### src/rtl/mips32i_pkg.sv
// Shared definitions for the MIPS32i multi-cycle control slice: state encoding,
// opcode/funct and ALU constants, and the decode record passed to the FSM.
package mips32i_pkg;

  typedef enum logic [2:0] {
    ST_FETCH  = 3'd0,
    ST_DECODE = 3'd1,
    ST_EXEC   = 3'd2,
    ST_MEM    = 3'd3,
    ST_WB     = 3'd4,
    ST_TRAP   = 3'd7
  } state_e;

  localparam logic [5:0] OP_R    = 6'b000000;
  localparam logic [5:0] OP_J    = 6'b000010;
  localparam logic [5:0] OP_JAL  = 6'b000011;
  localparam logic [5:0] OP_BEQ  = 6'b000100;
  localparam logic [5:0] OP_BNE  = 6'b000101;
  localparam logic [5:0] OP_SLTI = 6'b001010;
  localparam logic [5:0] OP_LUI  = 6'b001111;
  localparam logic [5:0] OP_LW   = 6'b100011;
  localparam logic [5:0] OP_SW   = 6'b101011;
  localparam logic [5:0] FN_JR   = 6'b001000;
  localparam logic [5:0] FN_JALR = 6'b001001;

  localparam logic [5:0] ALU_ADD = 6'b100000;
  localparam logic [5:0] ALU_SUB = 6'b100010;
  localparam logic [5:0] ALU_LUI = 6'b101111;

  typedef enum logic [2:0] {NPC_SEQ = 3'd0, NPC_JUMP = 3'd1, NPC_BRANCH = 3'd2, NPC_REG = 3'd3} npc_sel_e;
  typedef enum logic [1:0] {WSEL_ALU = 2'd0, WSEL_MEM = 2'd1, WSEL_LINK = 2'd2} wb_sel_e;
  typedef enum logic [1:0] {DST_RT = 2'd0, DST_RD = 2'd1, DST_R31 = 2'd2} reg_dst_e;
  typedef enum logic [1:0] {EXC_NONE = 2'd0, EXC_ILLEGAL = 2'd1, EXC_FETCH_TO = 2'd2, EXC_DATA_TO = 2'd3} exc_e;

  typedef enum logic [2:0] {
    CLS_ALU, CLS_BRANCH, CLS_LOAD, CLS_STORE, CLS_JUMP, CLS_JR, CLS_ILLEGAL
  } cls_e;

  typedef struct packed {
    cls_e       cls;
    logic [5:0] aluop;
    logic       alu_imm;  // ALU B source is the immediate
    logic       zext;
    reg_dst_e   dst;
    wb_sel_e    wsel;
    logic       bne;      // branch taken on !zero rather than zero
  } dec_t;

  function automatic logic r_funct_legal(input logic [5:0] funct);
    return funct inside {6'b000000, 6'b000010, 6'b000011, 6'b000100, 6'b000110,
                         6'b000111, [6'b100000:6'b100111], 6'b101010, 6'b101011};
  endfunction

endpackage

### src/rtl/mips32i_decode.sv
// Combinational instruction decode: opcode/funct to ALU op, immediate mode,
// instruction class and write-back destination.
module mips32i_decode
  import mips32i_pkg::*;
#(
  parameter int EN_JR = 1
) (
  input  logic [5:0] op,
  input  logic [5:0] funct,
  output dec_t       dec
);

  // NOTE: every field gets a default before the decode tree so that no
  // path leaves a bit unassigned and infers a latch.
  always_comb begin
    dec      = '0;
    dec.cls  = CLS_ILLEGAL;
    dec.zext = (op[5:2] == 4'b0011) || (op[5:1] == 5'b10000);

    if (op == OP_R) begin
      dec.aluop = funct;
      dec.dst   = DST_RD;
      if (funct == FN_JR || funct == FN_JALR) begin
        if (EN_JR != 0) begin
          dec.cls  = CLS_JR;
          dec.wsel = funct[0] ? WSEL_LINK : WSEL_ALU;
        end
      end else if (r_funct_legal(funct)) begin
        dec.cls = CLS_ALU;
      end
    end else if (op[5:1] == OP_J[5:1]) begin
      dec.cls = CLS_JUMP;
      if (op[0]) begin
        dec.wsel = WSEL_LINK;
        dec.dst  = DST_R31;
      end
    end else if (op[5:1] == OP_BEQ[5:1]) begin
      dec.cls   = CLS_BRANCH;
      dec.aluop = ALU_SUB;
      dec.bne   = op[0];
    end else if (op[5:4] == 2'b10) begin
      dec.cls     = op[3] ? CLS_STORE : CLS_LOAD;
      dec.aluop   = ALU_ADD;
      dec.alu_imm = 1'b1;
      dec.wsel    = op[3] ? WSEL_ALU : WSEL_MEM;
    end else if (op[5:3] == 3'b001) begin
      dec.cls     = CLS_ALU;
      dec.alu_imm = 1'b1;
      if (op[5:1] == OP_SLTI[5:1])
        dec.aluop = {2'b10, op[3:0]};
      else if (op == OP_LUI)
        dec.aluop = ALU_LUI;
      else
        dec.aluop = {3'b100, op[2:0]};
    end
  end

endmodule

### src/rtl/mips32i_mc_ctrl.sv
// Multi-cycle MIPS32i control FSM with a mem_req/mem_ack handshake, memory
// timeout and illegal-instruction traps, and a sticky TRAP state.
module mips32i_mc_ctrl
  import mips32i_pkg::*;
#(
  parameter int MEM_TIMEOUT = 16,
  parameter int CNT_W       = 5,
  parameter int EN_JR       = 1
) (
  input  logic        clk,
  input  logic        rst,
  input  logic [31:0] instr,
  input  logic        alu_zero,
  input  logic        mem_ack,
  output logic [2:0]  state,
  output logic [5:0]  aluop,
  output logic        inst_type_R0_I1,
  output logic        imm_signext0_zeroext1,
  output logic        mem_req,
  output logic        mem_we,
  output logic        mem_addr_sel,
  output logic        ir_wt_en,
  output logic        pc_wt_en,
  output logic [2:0]  next_PC_ctrl,
  output logic        reg_wt_en,
  output logic [1:0]  reg_wt_sel,
  output logic [1:0]  reg_dst_sel,
  output logic        trap,
  output logic [1:0]  exc_code
);

  state_e           st_q, st_d;
  exc_e             exc_q, exc_d;
  dec_t             dec, dec_q;
  npc_sel_e         npc;
  logic [CNT_W-1:0] cnt_q, cnt_d, cnt_inc;
  logic             timeout_hit, in_decode;
  logic             unused_instr_bits;

  assign unused_instr_bits = ^instr[25:6];

  mips32i_decode #(.EN_JR(EN_JR)) u_decode (
    .op    (instr[31:26]),
    .funct (instr[5:0]),
    .dec   (dec)
  );

  assign cnt_inc     = cnt_q + CNT_W'(1);
  assign timeout_hit = (MEM_TIMEOUT != 0) && (cnt_inc == CNT_W'(MEM_TIMEOUT));

  // NOTE: sequential state uses non-blocking assignments so every register
  // samples the pre-edge values regardless of statement order.
  always_ff @(posedge clk) begin
    if (rst) begin
      st_q  <= ST_FETCH;
      cnt_q <= '0;
      exc_q <= EXC_NONE;
      dec_q <= '0;
    end else begin
      st_q  <= st_d;
      cnt_q <= cnt_d;
      exc_q <= exc_d;
      if (st_q == ST_DECODE) dec_q <= dec;
    end
  end

  // The wait counter only survives while the FSM stays in FETCH/MEM, so it
  // clears on every state entry.
  always_comb begin
    st_d         = st_q;
    exc_d        = exc_q;
    cnt_d        = '0;
    mem_req      = 1'b0;
    mem_we       = 1'b0;
    mem_addr_sel = 1'b0;
    ir_wt_en     = 1'b0;
    pc_wt_en     = 1'b0;
    reg_wt_en    = 1'b0;
    npc          = NPC_SEQ;

    case (st_q)
      ST_FETCH: begin
        mem_req = 1'b1;
        if (mem_ack) begin
          ir_wt_en = 1'b1;
          pc_wt_en = 1'b1;
          st_d     = ST_DECODE;
        end else if (timeout_hit) begin
          st_d  = ST_TRAP;
          exc_d = EXC_FETCH_TO;
        end else begin
          cnt_d = cnt_inc;
        end
      end
      ST_DECODE: begin
        case (dec.cls)
          CLS_JUMP, CLS_JR: begin
            pc_wt_en  = 1'b1;
            npc       = (dec.cls == CLS_JR) ? NPC_REG : NPC_JUMP;
            reg_wt_en = (dec.wsel == WSEL_LINK);
            st_d      = ST_FETCH;
          end
          CLS_ILLEGAL: begin
            st_d  = ST_TRAP;
            exc_d = EXC_ILLEGAL;
          end
          default: st_d = ST_EXEC;
        endcase
      end
      ST_EXEC: begin
        case (dec_q.cls)
          CLS_BRANCH: begin
            pc_wt_en = dec_q.bne ? !alu_zero : alu_zero;
            npc      = NPC_BRANCH;
            st_d     = ST_FETCH;
          end
          CLS_LOAD, CLS_STORE: st_d = ST_MEM;
          default:             st_d = ST_WB;
        endcase
      end
      ST_MEM: begin
        mem_req      = 1'b1;
        mem_addr_sel = 1'b1;
        mem_we       = (dec_q.cls == CLS_STORE);
        if (mem_ack) begin
          st_d = (dec_q.cls == CLS_STORE) ? ST_FETCH : ST_WB;
        end else if (timeout_hit) begin
          st_d  = ST_TRAP;
          exc_d = EXC_DATA_TO;
        end else begin
          cnt_d = cnt_inc;
        end
      end
      ST_WB: begin
        reg_wt_en = 1'b1;
        st_d      = ST_FETCH;
      end
      ST_TRAP: st_d = ST_TRAP;
      default: st_d = ST_FETCH;
    endcase

    // Hold the datapath quiet for as long as reset is asserted.
    if (rst) begin
      mem_req      = 1'b0;
      mem_we       = 1'b0;
      mem_addr_sel = 1'b0;
      ir_wt_en     = 1'b0;
      pc_wt_en     = 1'b0;
      reg_wt_en    = 1'b0;
      npc          = NPC_SEQ;
    end
  end

  // Decode fields are live during DECODE and held from the register after it.
  assign in_decode             = (st_q == ST_DECODE);
  assign aluop                 = in_decode ? dec.aluop   : dec_q.aluop;
  assign inst_type_R0_I1       = in_decode ? dec.alu_imm : dec_q.alu_imm;
  assign imm_signext0_zeroext1 = in_decode ? dec.zext    : dec_q.zext;
  assign reg_wt_sel            = in_decode ? dec.wsel    : dec_q.wsel;
  assign reg_dst_sel           = in_decode ? dec.dst     : dec_q.dst;

  assign state        = st_q;
  assign next_PC_ctrl = npc;
  assign trap         = (st_q == ST_TRAP);
  assign exc_code     = exc_q;

endmodule

### config.mk
export PLATFORM = sky130hd
export DESIGN_NAME = mips32i_mc_ctrl
export DESIGN_NICKNAME = d
export VERILOG_FILES = /design/src/rtl/mips32i_pkg.sv /design/src/rtl/mips32i_decode.sv /design/src/rtl/mips32i_mc_ctrl.sv
export SDC_FILE = /design/constraint.sdc
export NUM_CORES = 1
export LEC_CHECK = 0
export CAP_MARGIN = 20
export CORE_MARGIN = 2
export CORE_UTILIZATION = 48
export DETAILED_ROUTE_END_ITERATION = 8
export MAX_ROUTING_LAYER = met4
export PLACE_DENSITY = 0.89
export SKIP_LAST_GASP = 1
export SYNTH_ARGS = -nofsm -noshare
export SYNTH_HDL_FRONTEND = slang
export SYNTH_HIERARCHICAL = 1
export SYNTH_SLANG_ARGS = --single-unit
### constraint.sdc
create_clock -name clk -period 4.6 [get_ports clk]
set_input_delay 0.92 -clock clk [delete_from_list [all_inputs] [get_ports clk]]
set_output_delay 0.92 -clock clk [all_outputs]
set_load 0.01 [all_outputs]
**Word-level counts from Yosys, hierarchy flattened**

Index checks and enable logic that the tools add are counted.

- $lt $le $gt $ge: 2
- Bitwise logic cells: 1
- $add $sub $neg: 1
- Eq/ne operators: 35
- Multiplexer cells: 65
- Reduce and logical (&&, ||, !) cells: 14

Operators by type and width:

| cell | count |
|---|---|
| $mux 2 | 16 |
| $mux 1 | 24 |
| $mux 3 | 8 |
| $mux 10 | 2 |
| $eq 6x3->1 const B | 3 |
| $eq 6x4->1 const B | 3 |
| $mux 9 | 2 |
| $mux 4 | 4 |
| $eq 3x3->1 const B | 5 |
| $pmux 3 s5 | 1 |
| $eq 3x2->1 const B | 4 |
| $eq 6x2->1 const B | 2 |
| $eq 6x6->1 const B | 2 |
| $logic_not 6->1 | 2 |
| $pmux 3 s2 | 2 |
| $eq 5x5->1 const B | 2 |
| $eq 3x1->1 const B | 3 |
| $reduce_bool 9->1 | 1 |
| $ne 2x2->1 const B | 4 |
| $mux 7 | 1 |
| $ge 6x6->1 const B | 1 |
| $le 6x6->1 const B | 1 |
| $mux 6 | 1 |
| $pmux 2 s3 | 1 |
| other kinds (19) | 23 |

- Output and inout bits: 27
- Logic and storage cells: 128
- Register bits: 26

**Longest topological paths before layout**

Gate-level depths: netlist of run 1.

- Word-level depth: 13
- Gate-level depth with buffers: 9
- Mapped depth without buffers: 7

**By module**

The synthesis of run 1 kept the hierarchy.

Modules (own cells, without submodules):

| module | area an instance (µm²) | cells each | instances | seq. area each (µm²) |
|---|---|---|---|---|
| mips32i_mc_ctrl | 1362.6 | 143 | 1 | 520.5 |
| mips32i_decode | 372.9 | 53 | 1 | 0.0 |

**Worst setup path after synthesis of run 1**

No wires, ideal clock.

- Path kind: input to output
- From: input instr[27]
- To: output reg_wt_en
- Cell stages on the path: 9
- Slack: 1336 ps
- Buffers on the path: 2
- Arrival time: 2344 ps
- Path through: buf_2 -> nor4_2 -> and2_1 -> buf_4 -> a41oi_2 -> nand3b_2 -> nor2_2 -> nand3b_1 -> o41ai_1

RTL lines:

| item | line | source |
|---|---|---|
| start, declared | mips32i_mc_ctrl.sv:12 | `input logic [31:0] instr,` |
| end, declared | mips32i_mc_ctrl.sv:25 | `output logic reg_wt_en,` |

==> impl_metrics.json, run 1 <==
{
  "status": "finished, final reports clean",
  "ys_ff_latch": 26,
  "post-cts-setup-buffer-count": 0,
  "drv_slew": 0,
  "end_kind": "primary output",
  "netlist_area_um2": 1740,
  "synth-edff-count": 0,
  "setup_ws_ns": 0.195,
  "crit_path_frequent_cell": "clkdlybuf4s50_1",
  "ir_worst_vdd_uv": 200,
  "power.leakage_nw": 0.829,
  "fp.dieArea_um2": 4110,
  "syn-num-nets": 233,
  "grt_overflow": 0,
  "wl_mm": 3.91,
  "crit_fanout": 5,
  "crit_family": "simple AND/OR/NAND/NOR gates",
  "worstSetupPathType": "in2out",
  "period_share": 0.958,
  "postRouteAntennaNets": 0,
  "drtPass1Iterations": 4,
  "clockRootBuffer": "clkbuf_4",
  "setup_tns_ns": 0,
  "fin_util": 0.644,
  "clockBufferDepth": 2,
  "grt_pass1_vias": 1456,
  "power.density_nw_per_um2": 238,
  "drive_gt1_frac": 0.174,
  "antenna_found_initial": 0,
  "relSlewSlack": 0.668,
  "cpPeakStageDelay_ns": 0.59,
  "p_comb_frac": 0.336,
  "grt_util_all_layers": 0.209,
  "pwr-share-seq": 0.489,
  "fin_nets": 275,
  "period_needed_ns": 4.41,
  "chipHeight_um": 64.1,
  "setup_viol": 0,
  "rsz0062_at_grt": "false",
  "io_pins": 63,
  "finalHoldViolations": 0,
  "routedWlPerCell_um": 13.9,
  "detailed_place_hpwl_mm": 2.97,
  "crit_chain": "clkdlybuf4s50_1 -> nor4_2 -> and2_1 -> a41oi_2 -> nand3b_2 -> nor2_2 -> nand3b_1 -> o41ai_1 -> clkdlybuf4s50_1",
  "synth_cell_type_count": 64,
  "cts.sinks": 26,
  "synth_warnings": 6,
  "path_buf_inv": 2,
  "die_w_um": 64.1,
  "grt_max_degree": 20,
  "diodes": 0,
  "hp-start": "exc_code[1]$_SDFFE_PP0P_",
  "cp.required_ns": 3.68,
  "synth_area_per_cell_um2": 8.85,
  "hp-class": "reg2reg",
  "p_sw_frac": 0.313,
  "maxCapViolCount": 0,
  "synth_seq_area_share": 0.300,
  "via_per_inst": 5.37,
  "r2r-start": "state[0]$_SDFF_PP0_",
  "clock_skew_ns": 0.00805,
  "cts_tree": "built",
  "cts_resized": 0,
  "synth_cells": 196,
  "critPathSlowestCell": "clkdlybuf4s50_1",
  "p_clk_frac": 0.176,
  "place_congestion": 0.867,
  "clk_pin_slew_ns": 0.12,
  "insertion_delay_ns": 0.31,
  "place_ws_ns": 0.218,
  "fp-row-count": 21,
  "htreeDepth": 1,
  "io_buffers": 41,
  "dr.first_iter.drc_count": 90,
  "numCtsBuffers": 3,
  "vias": 1513,
  "switching_power_mw": 0.164,
  "tightest_slew_ns": 0.496,
  "core_um2": 3420,
  "cp.arrival_ns": 3.49,
  "synthToLayoutAreaGrowth_pct": 26.8,
  "worst_setup_path_start_kind": "primary input",
  "async_flop_share": 0,
  "post-route-drc-count": 0,
  "start_util": 0.508,
  "max_freq_ghz": 0.227,
  "critPathLaunch": "instr[29]",
  "intPower_mw": 0.360,
  "grt_pass1_wl_mm": 6.74,
  "ctsHoldBuffers": 0,
  "ys.flop_type": "dfxtp_1"
}
-- kinds of logic after synthesis --
kind of cell / Yosys count / share of synthesized area
AOI/OAI and AO/OA: 35 / 0.161
xor gates and xnor gates: 6 / 0.0303
adders and majority gates: 1 / 0.00721
buffers and inverters: 21 / 0.0728
DFF: 26 / 0.300
muxes: 16 / 0.107
other: 1 / 0.00216
and+or+nand+nor: 90 / 0.319
-- flip-flops by register name (all words and copies together), names as in the netlist --
name      cells
exc_code      2
dec_q        16
cnt_q         5
state         3
-- cells in the final DEF, fill, tap and decap left out, types with 4 or more instances in the layout --
master,count
nor2_1,22
mux2_2,9
a21oi_1,5
buf_4,10
nand3b_1,4
clkdlybuf4s50_1,41
mux2i_1,4
dfxtp_1,26
o21ai_0,5
nor2b_1,16
nand2_1,12
inv_1,7
-- final cells by class --
class	count	area (um^2)
clock buffers	3	22.5
fillers	303	1210
inverters	7	26.3
multi-input cells	149	1090
flip-flops and latches	26	520
well taps	46	57.6
repair buffers	51	485
-- Yosys cell counts, types with 3 or more instances --
cell type   n  share of area
nor2b_1    16          0.058
a21o_1      3          0.013
a31oi_1     3          0.011
nand3b_1    4          0.017
dfxtp_1    26           0.30
inv_1       7          0.015
mux2_4      3          0.026
xnor2_1     3          0.015
o21ai_0     5          0.014
and3_1      3          0.011
nor3b_1     3          0.013
clkbuf_1    3         0.0065
xor2_1      3          0.015
mux2_2      9          0.058
a21oi_1     5          0.014
nand3_1     3         0.0086
nand4b_1    3          0.015
nand2_1    12          0.026
buf_2       5          0.014
nor2_1     22          0.048
mux2i_1     4          0.023
buf_6       3          0.019
-- routing by layer --
| metal | vias up | global-route usage | routed length (um) |
|---|---|---|---|
| met5 | - | - | 0 |
| met4 | 0 | 0.0771 | 68 |
| met3 | 6 | 0.0264 | 163 |
| met2 | 31 | 0.320 | 1800 |
| met1 | 706 | 0.284 | 1880 |
| li1 | 770 | - | - |
-- worst min-delay path, stage by stage (launching register included) --
cell	delay [ns]
dfxtp_1	0.34
inv_1	0.06
a211oi_2	0.06
-- power groups by stage --
stage / Combinational [mW] / Sequential [mW] / Clock [mW]
2_1_floorplan: 0.125 / 0.252 / 0
3_3_place_gp: 0.173 / 0.260 / 0
3_5_place_dp: 0.175 / 0.261 / 0
4_1_cts: 0.177 / 0.256 / 0.0969
5_1_grt: 0.194 / 0.259 / 0.108
6_report: 0.176 / 0.256 / 0.0922
-- final timing paths --
check	end	slack, ns	depth (start not counted)
worst min register to register	exc_code[1]$_SDFFE_PP0P_	0.49	2
worst max register to register	exc_code[0]$_SDFFE_PP0P_	2.87	5
worst max-delay path	reg_wt_en	0.19	9
worst min-delay path	exc_code[1]$_SDFFE_PP0P_	0.49	2
-- stage by stage --
stage | cells | cell area, um^2 | hold WS [ns] | total power, mW
floorplan | 196 | 1740 | 0.442 | 0.377
global placement | 279 | 2180 | 0.458 | 0.433
detailed placement | 279 | 2180 | 0.473 | 0.436
CTS | 282 | 2200 | 0.500 | 0.529
global route | 282 | 2200 | 0.521 | 0.560
finish | 282 | 2200 | 0.491 | 0.524
(Power assumes the default switching activity.)
==> inputs of run 2 (changes only) <==
Settings changed: HOLD_SLACK_MARGIN set to 0.03.
==> results of run 2 <==
Same layout as run 1: the final DEF is identical, and so are final timing and power.
